$ cat src/rtl/led_matrix_scan_if.sv
// Bundle between a Life engine (or bench) and the LED matrix scanner:
// grid capture inputs plus the row/column drive and status outputs.
interface led_matrix_scan_if;
    logic        enable;
    logic [63:0] grid_in;
    logic        grid_valid;
    logic [7:0]  row_sel;
    logic [7:0]  col_data;
    logic        frame_done;
    logic        scanning;

    // Producer side: supplies grids and the run enable, watches the scan.
    modport master (
        output enable,
        output grid_in,
        output grid_valid,
        input  row_sel,
        input  col_data,
        input  frame_done,
        input  scanning
    );

    // Scanner side.
    modport slave (
        input  enable,
        input  grid_in,
        input  grid_valid,
        output row_sel,
        output col_data,
        output frame_done,
        output scanning
    );
endinterface

$ cat src/rtl/led_matrix_scan.sv
// 8x8 LED matrix row scanner for the Life grid.
// A pending buffer captures every strobed generation; the display buffer is
// refreshed from it only at the start of a frame (LOAD), so a frame never
// mixes two generations. Each row is driven for DWELL cycles followed by
// BLANK all-off cycles; frame_done pulses as the last row slot ends.
module led_matrix_scan #(
    parameter int DWELL = 50000,
    parameter int BLANK = 2
) (
    input  logic              clk,
    input  logic              reset,
    led_matrix_scan_if.slave  bus
);

    // Counter widths hold 0..DWELL-1 and 0..BLANK-1 without wrapping; the
    // blank counter keeps one bit even when blanking is disabled.
    localparam int DW       = (DWELL > 1) ? $clog2(DWELL + 1) : 1;
    localparam int BW       = (BLANK > 1) ? $clog2(BLANK + 1) : 1;
    localparam int DWELL_M1 = (DWELL > 0) ? DWELL - 1 : 0;
    localparam int BLANK_M1 = (BLANK > 0) ? BLANK - 1 : 0;
    localparam logic [DW-1:0] DWELL_LAST = DW'(DWELL_M1);
    localparam logic [BW-1:0] BLANK_LAST = BW'(BLANK_M1);

    typedef enum logic [1:0] {
        S_IDLE  = 2'd0,
        S_LOAD  = 2'd1,
        S_DRIVE = 2'd2,
        S_BLANK = 2'd3
    } state_t;

    state_t          state;
    logic [2:0]      row;
    logic [DW-1:0]   dwell_cnt;
    logic [BW-1:0]   blank_cnt;
    logic [63:0]     pending;
    logic [63:0]     display;
    logic            pending_flag;
    logic            have_frame;

    logic [7:0]      row_sel_reg;
    logic [7:0]      col_data_reg;
    logic            frame_done_reg;
    logic            scanning_reg;

    logic            dwell_last;
    logic            blank_last;
    logic            slot_end;
    logic            load_copy;
    logic [2:0]      next_row;
    logic [7:0]      display_rows [8];

    // Slice the display buffer into per-row column words.
    genvar gi;
    generate
        for (gi = 0; gi < 8; gi++) begin : g_rows
            assign display_rows[gi] = display[8*gi +: 8];
        end
    endgenerate

    // Slot timing decodes shared by the FSM and the buffer logic.
    always_comb begin
        dwell_last = (dwell_cnt == DWELL_LAST);
        blank_last = (blank_cnt == BLANK_LAST);
        slot_end   = 1'b0;
        if (state == S_DRIVE && dwell_last && BLANK == 0) begin
            slot_end = 1'b1;
        end
        if (state == S_BLANK && blank_last) begin
            slot_end = 1'b1;
        end
        load_copy = (state == S_LOAD) && pending_flag;
        next_row  = row + 3'd1;
    end

    // Capture: any strobe lands in the pending buffer (last one wins). A
    // strobe coinciding with a LOAD copy keeps the flag set so the new grid
    // is picked up on the following frame.
    always_ff @(posedge clk or posedge reset) begin
        if (reset) begin
            pending      <= '0;
            pending_flag <= 1'b0;
            have_frame   <= 1'b0;
        end else if (bus.grid_valid) begin
            pending      <= bus.grid_in;
            pending_flag <= 1'b1;
            have_frame   <= 1'b1;
        end else if (load_copy) begin
            pending_flag <= 1'b0;
        end
    end

    // Display buffer: refreshed only at the frame boundary.
    always_ff @(posedge clk or posedge reset) begin
        if (reset) begin
            display <= '0;
        end else if (load_copy) begin
            display <= pending;
        end
    end

    // Scan FSM with registered outputs; each output register is loaded with
    // the value belonging to the state being entered.
    always_ff @(posedge clk or posedge reset) begin
        if (reset) begin
            state          <= S_IDLE;
            row            <= 3'd0;
            dwell_cnt      <= '0;
            blank_cnt      <= '0;
            row_sel_reg    <= 8'h00;
            col_data_reg   <= 8'h00;
            frame_done_reg <= 1'b0;
            scanning_reg   <= 1'b0;
        end else begin
            frame_done_reg <= 1'b0;
            case (state)
                S_IDLE: begin
                    row_sel_reg  <= 8'h00;
                    col_data_reg <= 8'h00;
                    if (bus.enable && have_frame) begin
                        state        <= S_LOAD;
                        scanning_reg <= 1'b1;
                    end
                end
                S_LOAD: begin
                    // Row 0 data comes from whichever buffer is current
                    // after this cycle's copy.
                    row          <= 3'd0;
                    dwell_cnt    <= '0;
                    state        <= S_DRIVE;
                    row_sel_reg  <= 8'h01;
                    col_data_reg <= load_copy ? pending[7:0] : display_rows[0];
                end
                S_DRIVE: begin
                    if (dwell_last) begin
                        if (BLANK > 0) begin
                            state        <= S_BLANK;
                            blank_cnt    <= '0;
                            row_sel_reg  <= 8'h00;
                            col_data_reg <= 8'h00;
                        end
                    end else begin
                        dwell_cnt <= dwell_cnt + DW'(1);
                    end
                end
                S_BLANK: begin
                    if (!blank_last) begin
                        blank_cnt <= blank_cnt + BW'(1);
                    end
                end
                default: begin
                    state <= S_IDLE;
                end
            endcase

            // End of a row slot: advance to the next row, or close the frame.
            if (slot_end) begin
                if (row != 3'd7) begin
                    row          <= next_row;
                    dwell_cnt    <= '0;
                    state        <= S_DRIVE;
                    row_sel_reg  <= 8'h01 << next_row;
                    col_data_reg <= display_rows[next_row];
                end else begin
                    frame_done_reg <= 1'b1;
                    row_sel_reg    <= 8'h00;
                    col_data_reg   <= 8'h00;
                    state          <= bus.enable ? S_LOAD : S_IDLE;
                    scanning_reg   <= bus.enable;
                end
            end
        end
    end

    assign bus.row_sel    = row_sel_reg;
    assign bus.col_data   = col_data_reg;
    assign bus.frame_done = frame_done_reg;
    assign bus.scanning   = scanning_reg;

    // At most one row is ever driven.
    always @(posedge clk) begin
        if (!reset) begin
            assert ($onehot0(row_sel_reg))
                else $error("row_sel not one-hot");
        end
    end

    // Columns are dark whenever no row is selected.
    always @(posedge clk) begin
        if (!reset && row_sel_reg == 8'h00) begin
            assert (col_data_reg == 8'h00)
                else $error("col_data active with no row selected");
        end
    end

endmodule

$ cat src/flat_wrapper.sv
// flat-port wrapper written by rule: the top's interface ports become plain ports
module led_matrix_scan_flat 
#(
    parameter int DWELL = 50000,
    parameter int BLANK = 2
)
  (clk, reset, bus_enable, bus_grid_in, bus_grid_valid, bus_row_sel, bus_col_data, bus_frame_done, bus_scanning);
  led_matrix_scan_if bus_i ();
  input  logic clk;
  input  logic reset;
  input wire logic [$bits(bus_i.enable)-1:0] bus_enable;
  input wire logic [$bits(bus_i.grid_in)-1:0] bus_grid_in;
  input wire logic [$bits(bus_i.grid_valid)-1:0] bus_grid_valid;
  output wire logic [$bits(bus_i.row_sel)-1:0] bus_row_sel;
  output wire logic [$bits(bus_i.col_data)-1:0] bus_col_data;
  output wire logic [$bits(bus_i.frame_done)-1:0] bus_frame_done;
  output wire logic [$bits(bus_i.scanning)-1:0] bus_scanning;
  assign bus_i.enable = bus_enable;
  assign bus_i.grid_in = bus_grid_in;
  assign bus_i.grid_valid = bus_grid_valid;
  assign bus_row_sel = bus_i.row_sel;
  assign bus_col_data = bus_i.col_data;
  assign bus_frame_done = bus_i.frame_done;
  assign bus_scanning = bus_i.scanning;
  led_matrix_scan #(.DWELL(DWELL), .BLANK(BLANK)) u_core (.clk(clk), .reset(reset), .bus(bus_i));
endmodule
$ cat config.mk
export PLATFORM = sky130hd
export DESIGN_NAME = led_matrix_scan_flat
export DESIGN_NICKNAME = d
export VERILOG_FILES = /design/src/rtl/led_matrix_scan_if.sv /design/src/rtl/led_matrix_scan.sv /design/src/flat_wrapper.sv
export SDC_FILE = /design/constraint.sdc
export NUM_CORES = 1
export LEC_CHECK = 0
export BUFFER_PORTS_ARGS = -buffer_cell sky130_fd_sc_hd__buf_2
export CAP_MARGIN = 20
export CELL_PAD_IN_SITES_DETAIL_PLACEMENT = 1
export CELL_PAD_IN_SITES_GLOBAL_PLACEMENT = 2
export CORE_UTILIZATION = 26
export DETAILED_ROUTE_END_ITERATION = 6
export PLACE_DENSITY_LB_ADDON = 0.05
export SLEW_MARGIN = 30
export SYNTH_ARGS = -nofsm -noshare
export SYNTH_HDL_FRONTEND = slang
export SYNTH_SLANG_ARGS = --single-unit
$ cat constraint.sdc
create_clock -name clk -period 6.4 [get_ports clk]
set_input_delay 1.28 -clock clk [delete_from_list [all_inputs] [get_ports clk]]
set_output_delay 1.28 -clock clk [all_outputs]
set_load 0.1 [all_outputs]
* Word level (Yosys, flattened, before mapping)
Index checks and enable logic that the tools add are counted.
** Word-level totals
- Register bits after elaboration :: 171
- Input bits :: 68
- Output and inout port bits :: 18
- Word-level logic and storage cells :: 74
** Operators by class
- $add $sub $neg :: 3
- $lt $le $gt $ge :: 1
- Equal/unequal tests :: 10
- Shift operators :: 1
- Multiplexer cells :: 36
- Bitwise logic cells :: 1
- Reduce and logical (&&, ||, !) cells :: 10
** Operators by type and width (count)
- two-way mux 8 bit :: 8
- two-way mux 16 bit :: 3
- case mux 8 bit (3 select lines) :: 2
- case mux 16 bit (2 select lines) :: 1
- binary-select mux 8 bit (select 3 bit) :: 1
- adder 16 x 1 -> 16 bit (second input constant) :: 1
- equality test 16 bit (second input constant) :: 1
- two-way mux 2 bit :: 6
- two-way mux 1 bit :: 10
- two-way mux 3 bit :: 3
- left shift 1 x 3 -> 8 bit (first input constant) :: 1
- inequality test 3 x 1 -> 1 bit (second input constant) :: 2
- case mux 2 bit (3 select lines) :: 1
- AND reduction 3 bit :: 2
- equality test 2 x 1 -> 1 bit (second input constant) :: 2
- equality test 2 bit (second input constant) :: 2
- greater-or-equal comparator 4 bit (second input constant) :: 1
- inverter 3 -> 4 bit :: 1
- case mux 2 bit (2 select lines) :: 1
- nonzero test 2 bit :: 2
- nonzero test 4 bit :: 1
- adder 3 x 1 -> 3 bit (second input constant) :: 1
- logical AND 1 bit :: 3
- inequality test 3 bit (second input constant) :: 1
- 5 further kinds :: 5

* Longest topological paths before layout
Gate-level depths: netlist of run 1.
- Word-level depth :: 7
- Gate-level depth with buffers :: 8
- Gate-level depth less buffers :: 6

* Least setup slack after synthesis of run 1
No wires, ideal clock.
- Path type :: input-to-reg
- Start point :: input port bus_grid_valid
- End point :: register u_core.pending[10]
- Library setup time :: 0.125 ns
- Arrival :: 2.298 ns
- Data required time :: 6.275 ns
- Path slack :: 3.977 ns
- Cell stages on the path :: 3
- Path buffers :: 2
- Path through :: clkbuf_1 clkbuf_1 mux2_2
** RTL lines
- from (decl) :: RTL line flat_wrapper.sv:13 : input wire logic [$bits(bus_i.grid_valid)-1:0] bus_grid_valid;
- to (signal assigned) :: RTL line led_matrix_scan.sv:84 : pending <= bus.grid_in;
- to (decl) :: RTL line led_matrix_scan.sv:35 : logic [63:0] pending;
No word-level cell between the ends.

* Worst setup path in the final report of run 1
- Start point :: register u_core.col_data_reg[1], in the netlist u_core.bus.col_data[1]
- End point :: output port bus_col_data[1]
** RTL lines
- from (decl) :: RTL line led_matrix_scan.sv:41 : logic [7:0] col_data_reg;
- from (signal assigned) :: RTL line led_matrix_scan.sv:131 : col_data_reg <= load_copy ? pending[7:0] : display_rows[0];
- from (signal assigned) :: RTL line led_matrix_scan.sv:162 : col_data_reg <= display_rows[next_row];
- to (decl) :: RTL line flat_wrapper.sv:15 : output wire logic [$bits(bus_i.col_data)-1:0] bus_col_data;
No word-level cell between the ends.

==> results of run 1 <==
-- worst paths after layout --
kind	startpoint	endpoint	slack, ns
worst max register to register	u_core.row[0]	u_core.bus.col_data[6]	3.83
worst max-delay path	u_core.bus.col_data[1]	bus_col_data[1]	3.82
min in group asynchronous	reset	u_core.pending[60]	0.84
worst min register to register	u_core.bus.row_sel[4]	u_core.bus.row_sel[4]	0.49
worst min-delay path	u_core.bus.row_sel[4]	u_core.bus.row_sel[4]	0.49
max in group asynchronous	reset	u_core.display[9]	4.41
-- worst reg2reg max path, stage by stage (launching register included) --
cell and delay [ns]:
dfrtp_1 0.48, ha_1 0.25, ha_1 0.49, nor2b_1 0.72, a22oi_1 0.21, a31oi_1 0.23, o21ai_1 0.08
-- through the flow --
| stage | setup slack, ns | area [um2] |
|---|---|---|
| floorplan | 0.488 | 7690 |
| global placement | 3.72 | 8510 |
| finish | 3.82 | 9120 |
| global route | 3.66 | 9120 |
| CTS | 3.77 | 9110 |
| detailed placement | 3.69 | 8520 |
-- power by group through the flow --
stage | clock network, mW | logic (mW) | registers, mW
2_1_floorplan | 0 | 1.17 | 1.69
4_1_cts | 1.08 | 1.68 | 1.68
6_report | 1.04 | 1.66 | 1.66
5_1_grt | 1.12 | 1.82 | 1.70
3_5_place_dp | 0 | 1.67 | 1.70
3_3_place_gp | 0 | 1.62 | 1.71
-- kinds of logic (layout without fill, tap and decap cells) --
| logic type | count (synthesis) | count (layout) |
|---|---|---|
| muxes | 171 | 171 |
| and+or+nand+nor | 88 | 88 |
| xor gates and xnor gates | 2 | 2 |
| adders and majority gates | 13 | 13 |
| AOI/OAI and AO/OA | 89 | 89 |
| DFF | 171 | 171 |
| buffers and inverters | 47 | 136 |
-- cells in the final DEF, fill, tap and decap left out, drive strengths merged, types with 2 or more instances in the layout --
cell / n
nand4b: 2
mux2: 129
and3: 2
a22oi: 16
or2: 2
o31ai: 6
inv: 21
or3: 4
nand3: 8
nor4: 4
o211ai: 11
clkinv: 3
or4: 8
a31oi: 8
nand4: 2
clkinvlp: 3
a21oi: 9
and2: 4
dfrtp: 171
o311ai: 2
o221a: 2
ha: 13
mux2i: 42
o21ai: 16
and4: 2
nor3: 3
o41a: 2
nor2b: 4
nor2: 15
nand2: 23
a32o: 4
nand4bb: 2
clkbuf: 18
xnor2: 2
a22o: 5
o21a: 2
buf: 91
-- area by class of cell --
cell class | count | area, um2 | share of cell area
inverters | 13 | 53.8 | 0.00590
flip-flops and latches | 171 | 4280 | 0.469
well taps | 384 | 480 | 0.0527
repair buffers | 91 | 474 | 0.0520
clock buffers | 18 | 439 | 0.0481
multi-input cells | 363 | 3250 | 0.356
clock inverters | 14 | 146 | 0.0160
-- metal layers --
metal | GRT usage | wire length [um] | vias to the layer above
li1 | - | - | 2289
met1 | 0.185 | 9450 | 2565
met2 | 0.251 | 10600 | 64
met3 | 0.0269 | 452 | 11
met4 | 0.0387 | 221 | 0
met5 | 0 | 0 | -
==> out/qor.yml, run 1 <==
status: "completed"
max_slew.worst_pin.slew_ns: 0.899
overflow: 0
crit_buf_inv: 1
synth-simple-area-share: 0.0652
cellPowerDensity_nw_per_um2: 478
synth.most_common_cell: "dfrtp_1"
endpoint_kind: "primary output"
clkSlewWorstSetupHoldPaths_ns: 0.07
max-vdd-ir-drop_mv: 0.228
slew_headroom: 0.400
viasPerCell: 4.68
cts_buffers: 17
syn-num-nets: 662
power_mw: 4.36
drtAntennaViolNets: 0
hold_viol: 0
max-cap-violations: 0
synth_top_area_frac: 0.556
cts_tree: "done"
synth_common_cells: "171 x dfrtp_1, 129 x mux2_2, 42 x mux2i_1"
fill_cells: 3106
synth_top_cell_by_area: "dfrtp_1"
fin_crit_ns: 2.58
crit_fanout: 2
h-tree-depth: 4
whs_ns: 0.489
finish.net_count: 738
cts_hold_buf: 0
dp.cells: 1022
grt_pass1_vias: 5594
io_buffers: 85
syn_to_final_growth_pct: 18.6
yosys.area_share.adder: 0.0211
dr.pass1.iters: 4
switching_share: 0.395
dieArea_um2: 30300
path_depth: 1
synth-xor-area-share: 0.00228
die_h_um: 174
path_delay_family: "buffers and inverters"
drt_iter0_markers: 150
synth_top_family_by_area: "multiplexers"
p_sw_mw: 1.72
synth-edff-count: 0
antenna_cells: 0
drive_gt1_frac: 0.399
start_util: 0.266
clock_latency_ns: 0.44
antenna_found_initial: 0
setup_violations: 0
required_ns: 5.12
clockBufferDepth: 2
rsz0062_at_grt: "false"
detail_route.wl_per_cell_um: 19.6
routed_wl_um: 20700
setup_tns_ns: 0
synth_compound_area_frac: 0.0869
cts_setup_buffers: 0
place.gp.congestion: 0.745
arrival_ns: 1.30
cp-start-kind: "register"
stdcell_count: 1054
ios: 86
drc: 0
ys_types: 53
worstSetupPathType: "register to primary output"
reg_top3: "u_core.display (64), u_core.pending (64), u_core.dwell_cnt (16)"
rows: 62
p_int_mw: 2.64
synth_seq_cells: 171
post-route-period-util: 0.403
fmax_mhz: 388
chipWidth_um: 174
cts_resized: 0
hold_path_depth: 1
cp_cell_sequence: "buf_2"
grtUsageTotal: 0.145
yosysSeqAreaShare: 0.556
fp.coreArea_um2: 28900
grt_first_pass_wirelength_um: 33400
root_buffer: "clkbuf_16"
utilization: 0.315
reg2regPathDepth: 6
seqPwrFrac: 0.381
critPathSlowestCell: "buf_2"
avgSynthCellArea_um2: 13.2
synthFlopType: "dfrtp_1"
slowest_delay_ns: 0.45
vias: 4929
yosysWarnings: 0
cts.sinks: 171
pwr-share-clk: 0.238
synth_area_um2: 7690
synthMuxAreaShare: 0.243
report.final.slew_viol_count: 0
synthArstFlopShare: 1.00
p_leak_nw: 3.95
hp-class: "register to register"
synth_area_leaders: "dfrtp_1 56%, mux2_2 19%, mux2i_1 5.5%, ha_1 2.1%, a22oi_1 1.6%"
power.share.combinational: 0.380
syn_inst: 581
grt_max_degree: 77
skew_ns: 0.0166
hpwl_um: 14700
Note: power is estimated with default switching activity, not from simulation.
==> run 2, diff against run 1 <==
Settings changed: ABC_AREA from default to 1.
Clock period 6.4 ns to 2.3 ns, I/O delays scaled along.
==> run 2 against run 1 <==
Compared with the run above:
- area after synthesis is 1.1% lower
- non-clock buffer count up 14
- utilization is 0.48 points higher
- clock power grew to 3.0 times the previous value
- critical endpoint is now u_core.bus.col_data[2]
==> out/qor.yml, run 2 <==
io_buffers: 85
viasPerCell: 4.34
required_ns: 2.67
cts_tree: "done"
drc: 0
fmax_mhz: 517
p_int_mw: 6.52
clockBufferDepth: 2
syn_inst: 904
syn-num-nets: 985
fp.coreArea_um2: 28700
grt_pass1_vias: 6270
dr.pass1.iters: 4
rsz0062_at_grt: "false"
reg_top3: "u_core.display (64), u_core.pending (64), u_core.dwell_cnt (16)"
fin_crit_ns: 1.93
antenna_found_initial: 0
synth_seq_cells: 171
crit_fanout: 11
synth_top_area_frac: 0.563
grtUsageTotal: 0.151
syn_to_final_growth_pct: 20.8
yosysWarnings: 0
hold_viol: 0
skew_ns: 0.0151
reg2regPathDepth: 9
cts_resized: 0
routed_wl_um: 21300
pwr-share-clk: 0.299
final_common_cell: "nand2_1"
dieArea_um2: 29900
clkSlewWorstSetupHoldPaths_ns: 0.07
slowest_delay_ns: 0.40
max-vdd-ir-drop_mv: 0.466
synthFlopType: "dfrtp_1"
die_h_um: 173
yosysSeqAreaShare: 0.563
fill_cells: 3458
setup_violations: 0
place.gp.congestion: 0.727
hpwl_um: 15400
start_util: 0.265
crit_buf_inv: 2
seq_area_um2: 4280
arrival_ns: 2.31
drive_gt1_frac: 0.163
drtAntennaViolNets: 0
critPathSlowestCell: "dfrtp_1"
critPathMostFrequentCell: "nand2_1"
cp_cell_sequence: "inv_1, ha_1, inv_1, o21ai_0, o22ai_1, nand2_1, nand3_1, nand2_1, nand2_1"
vias: 6007
post-route-period-util: 0.840
switching_share: 0.385
max_slew.worst_pin.slew_ns: 0.510
stdcell_count: 1384
max-cap-violations: 0
report.final.slew_viol_count: 0
rows: 62
h-tree-depth: 4
overflow: 0
p_sw_mw: 4.09
chipWidth_um: 173
clock_latency_ns: 0.44
finish.net_count: 1069
ios: 86
seqPwrFrac: 0.393
grt_max_degree: 59
worstSetupPathType: "register to register"
cts_setup_buffers: 0
synth_area_leaders: "dfrtp_1 56%, nand2_1 13%, o21ai_0 10%, inv_1 5.1%, nand3_1 3.2%"
cellPowerDensity_nw_per_um2: 1150
endpoint_kind: "register"
synthArstFlopShare: 1.00
synth_area_um2: 7600
p_leak_nw: 4.49
mostFrequentLayoutCells: "258 x nand2_1, 171 x dfrtp_1, 158 x o21ai_0"
status: "completed"
whs_ns: 0.0547
cts_hold_buf: 0
synth_common_cells: "259 x nand2_1, 171 x dfrtp_1, 158 x o21ai_0"
cts.sinks: 171
power.share.combinational: 0.307
dp.cells: 1353
cp-start-kind: "register"
detail_route.wl_per_cell_um: 15.4
grt_first_pass_wirelength_um: 35300
synth-edff-count: 0
path_depth: 9
slew_headroom: 0.659
avgSynthCellArea_um2: 8.41
path_delay_family: "compound AO/OA/AOI/OAI gates"
utilization: 0.320
synth.most_common_cell: "nand2_1"
cts_buffers: 17
drt_iter0_markers: 252
ys_types: 33
synth_top_cell_by_area: "dfrtp_1"
antenna_cells: 0
hp-class: "input port to asynchronous set/reset pin"
multi_input_area_um2: 2750
root_buffer: "clkbuf_16"
[run 2: cell types whose count changed in the layout (fill, tap and decap cells not counted), sizes merged, moves of 8 or more]
cell    change
o21ai     +147
a31oi       -8
mux2i      -42
o211ai     -10
or4         -8
buf        +14
mux2      -129
inv        +94
a22oi      -16
nor2       +42
nand2     +245
o22ai       +9
nand3      +41
[run 2: final timing paths]
| kind | from | end | slack, ns |
|---|---|---|---|
| min | reset | u_core.pending[58] | 0.05 |
| max in group asynchronous | reset | u_core.pending[1] | 1.54 |
| max reg2reg | u_core.row[0] | u_core.bus.col_data[2] | 0.37 |
| min reg2reg | u_core.display[35] | u_core.display[35] | 0.48 |
| min in group clk | bus_grid_in[49] | u_core.pending[49] | 0.22 |
| max | u_core.row[0] | u_core.bus.col_data[2] | 0.37 |
[run 2: kinds of logic after synthesis]
group	Yosys count	synth area share
AOI/OAI and AO/OA	182	0.123
and+or+nand+nor	389	0.216
buffers and inverters	149	0.0763
adders and majority gates	13	0.0214
DFF	171	0.563
[run 2: power groups by stage]
stage,combinational [mW],sequential [mW],clock [mW]
after floorplan,2.16,4.34,0
after global placement,3.34,4.23,0
after CTS,3.37,4.19,3.29
after detailed placement,3.35,4.24,0
after global routing,3.80,4.27,3.38
final,3.26,4.17,3.17
[run 2: per-layer routing]
| layer | vias to the layer above | global-route usage | routed length [um] |
|---|---|---|---|
| met5 | - | 0 | 0 |
| met4 | 0 | 0.0431 | 256 |
| met3 | 16 | 0.0233 | 390 |
| met2 | 62 | 0.244 | 9950 |
| met1 | 2894 | 0.209 | 10700 |
| li1 | 3035 | - | - |
[run 2: cell type report]
cell class | count | area share
Sequential cell | 171 | 0.466
Tap cell | 384 | 0.0523
Timing Repair Buffer | 105 | 0.0684
Multi-Input combinational cell | 584 | 0.300
Clock inverter | 13 | 0.0221
Clock buffer | 18 | 0.0467
Inverter | 109 | 0.0452
[run 2: per-stage QoR]
| stage | TNS (ns) | total power, mW | instance area, um2 | setup WS (ns) |
|---|---|---|---|---|
| CTS | 0 | 10.9 | 9190 | 0.321 |
| global placement | 0 | 7.57 | 8560 | 0.335 |
| floorplan | -58.60 | 6.50 | 7610 | -0.343 |
| detailed placement | 0 | 7.59 | 8560 | 0.354 |
| global route | 0 | 11.4 | 9190 | 0.148 |
| finish | 0 | 10.6 | 9190 | 0.367 |
==> run 3, diff against run 2 <==
Clock period 2.3 ns to 1.76 ns, I/O delays scaled along.
==> run 3 against run 2 <==
Compared with the run above:
- power increased by 33%
- register-to-register slack worse by 0.27 ns
- global-route usage barely moved
- routed wire length decreased by 0.13%
- fmax grew 16%
- worst hold slack improved by 0.011 ns
- utilization up 1.5 points
- critical path type unchanged
- cell area grew 4.6%
==> out/qor.yml, run 3 (synthesis results as in run 2) <==
required_ns: 2.13
multi_input_area_um2: 2830
post-route-period-util: 0.946
setup_violations: 0
start_util: 0.265
fill_cells: 3436
drt_iter0_markers: 254
stdcell_count: 1422
place.gp.congestion: 0.762
p_leak_nw: 4.71
max-cap-violations: 0
skew_ns: 0.0151
cts_tree: "done"
clock_latency_ns: 0.43
fin_crit_ns: 1.66
grt_pass1_vias: 6596
viasPerCell: 4.28
hp-class: "input port to asynchronous set/reset pin"
grt_first_pass_wirelength_um: 35800
cts_hold_buf: 0
chipWidth_um: 173
antenna_cells: 0
clockBufferDepth: 2
root_buffer: "clkbuf_16"
fp.coreArea_um2: 28700
grt_max_degree: 67
overflow: 0
io_buffers: 85
syn_to_final_growth_pct: 26.4
endpoint_kind: "register"
hpwl_um: 15600
final_common_cell: "nand2_1"
finish.net_count: 1106
rows: 62
cp_cell_sequence: "ha_2, ha_4, inv_2, buf_4, nand2_2, nor2_4, buf_12, nand3_1, nand3_1, nand2_1, nand2_1"
crit_fanout: 5
slew_headroom: 0.673
drc: 0
setup_slack_ns: 0.0957
crit_buf_inv: 3
fmax_mhz: 601
routed_wl_um: 21300
die_h_um: 173
dieArea_um2: 29900
drive_gt1_frac: 0.212
place_area_um2: 8830
arrival_ns: 2.03
seq_area_um2: 4280
cts.sinks: 171
vias: 6093
critPathSlowestCell: "dfrtp_1"
clkSlewWorstSetupHoldPaths_ns: 0.08
h-tree-depth: 4
ios: 86
mostFrequentLayoutCells: "254 x nand2_1, 170 x dfrtp_1, 149 x o21ai_0"
pre_cts_slack_ns: -0.0398
grtUsageTotal: 0.151
cellPowerDensity_nw_per_um2: 1470
drtAntennaViolNets: 0
ff2ff_setup_slack_ns: 0.1
report.final.slew_viol_count: 0
cp-start-kind: "register"
detail_route.wl_per_cell_um: 14.9
worstSetupPathType: "register to register"
slowest_delay_ns: 0.42
dp.cells: 1378
finalInstanceArea_um2: 9610
setup_tns_ns: 0
hold_viol: 0
cts_buffers: 17
max_slew.worst_pin.slew_ns: 0.494
max-vdd-ir-drop_mv: 0.699
reg_top3: "u_core.display (64), u_core.pending (64), u_core.dwell_cnt (16)"
dr.pass1.iters: 4
path_delay_family: "simple AND/OR/NAND/NOR gates"
antenna_found_initial: 0
status: "completed"
==> run 3: cell count changes in the layout (fill, tap and decap cells not counted), sizes merged <==
cell,previous run,this run
buf,105,141
bufinv,4,0
clkbuf,18,19
clkinv,1,4
clkinvlp,2,3
inv,115,116
==> run 3: where the power goes <==
group / internal [mW] / switching, mW
logic: 1.74 / 3.17
clock network: 1.93 / 1.82
registers: 4.88 / 0.543
total: 8.55 / 5.54
==> run 3: stage by stage <==
stage	hold slack (ns)	utilization	power, mW
floorplan	0.437	-	8.52
finish	0.0657	0.335	14.1
CTS	0.0673	0.329	14.3
detailed placement	0.457	0.308	10.4
global route	0.0747	0.335	15.3
global placement	0.456	0.308	10.4
==> run 3: cell type report <==
class,instances,share of cell area
well taps,384,0.0500
inverters,109,0.0437
repair buffers,142,0.106
flip-flops and latches,171,0.445
clock inverters,14,0.0151
clock buffers,18,0.0457
multi-input cells,584,0.294
==> run 3: worst paths after layout <==
| check | from | to | cells past startpoint |
|---|---|---|---|
| setup / recovery | u_core.row[1] | u_core.bus.col_data[6] | 11 |
| hold / removal | reset | u_core.pending[49] | 3 |
| setup reg to reg | u_core.row[1] | u_core.bus.col_data[6] | 11 |
| hold reg to reg | u_core.bus.row_sel[4] | u_core.bus.row_sel[4] | 2 |
| max in group asynchronous | reset | u_core.state[0] | 3 |
| min in group clk | bus_grid_in[26] | u_core.pending[26] | 3 |
==> run 3: what timing repair did <==
action,in CTS,in global routing
cloned,0,1
endpoints found under the setup margin,9,53
pin swaps,3,6
buffers inserted,4,7
gates resized for setup,4,32
==> run 3: layer usage <==
metal,track usage,part of all wire
met1,0.224,0.53
met2,0.228,0.44
met3,0.0290,0.027
met4,0.0299,0.0063
met5,0,0
==> run 3: worst min-delay path: stages <==
cell and delay (ns):
buf_2 0.11, clkinvlp_4 0.17, buf_12 0.22
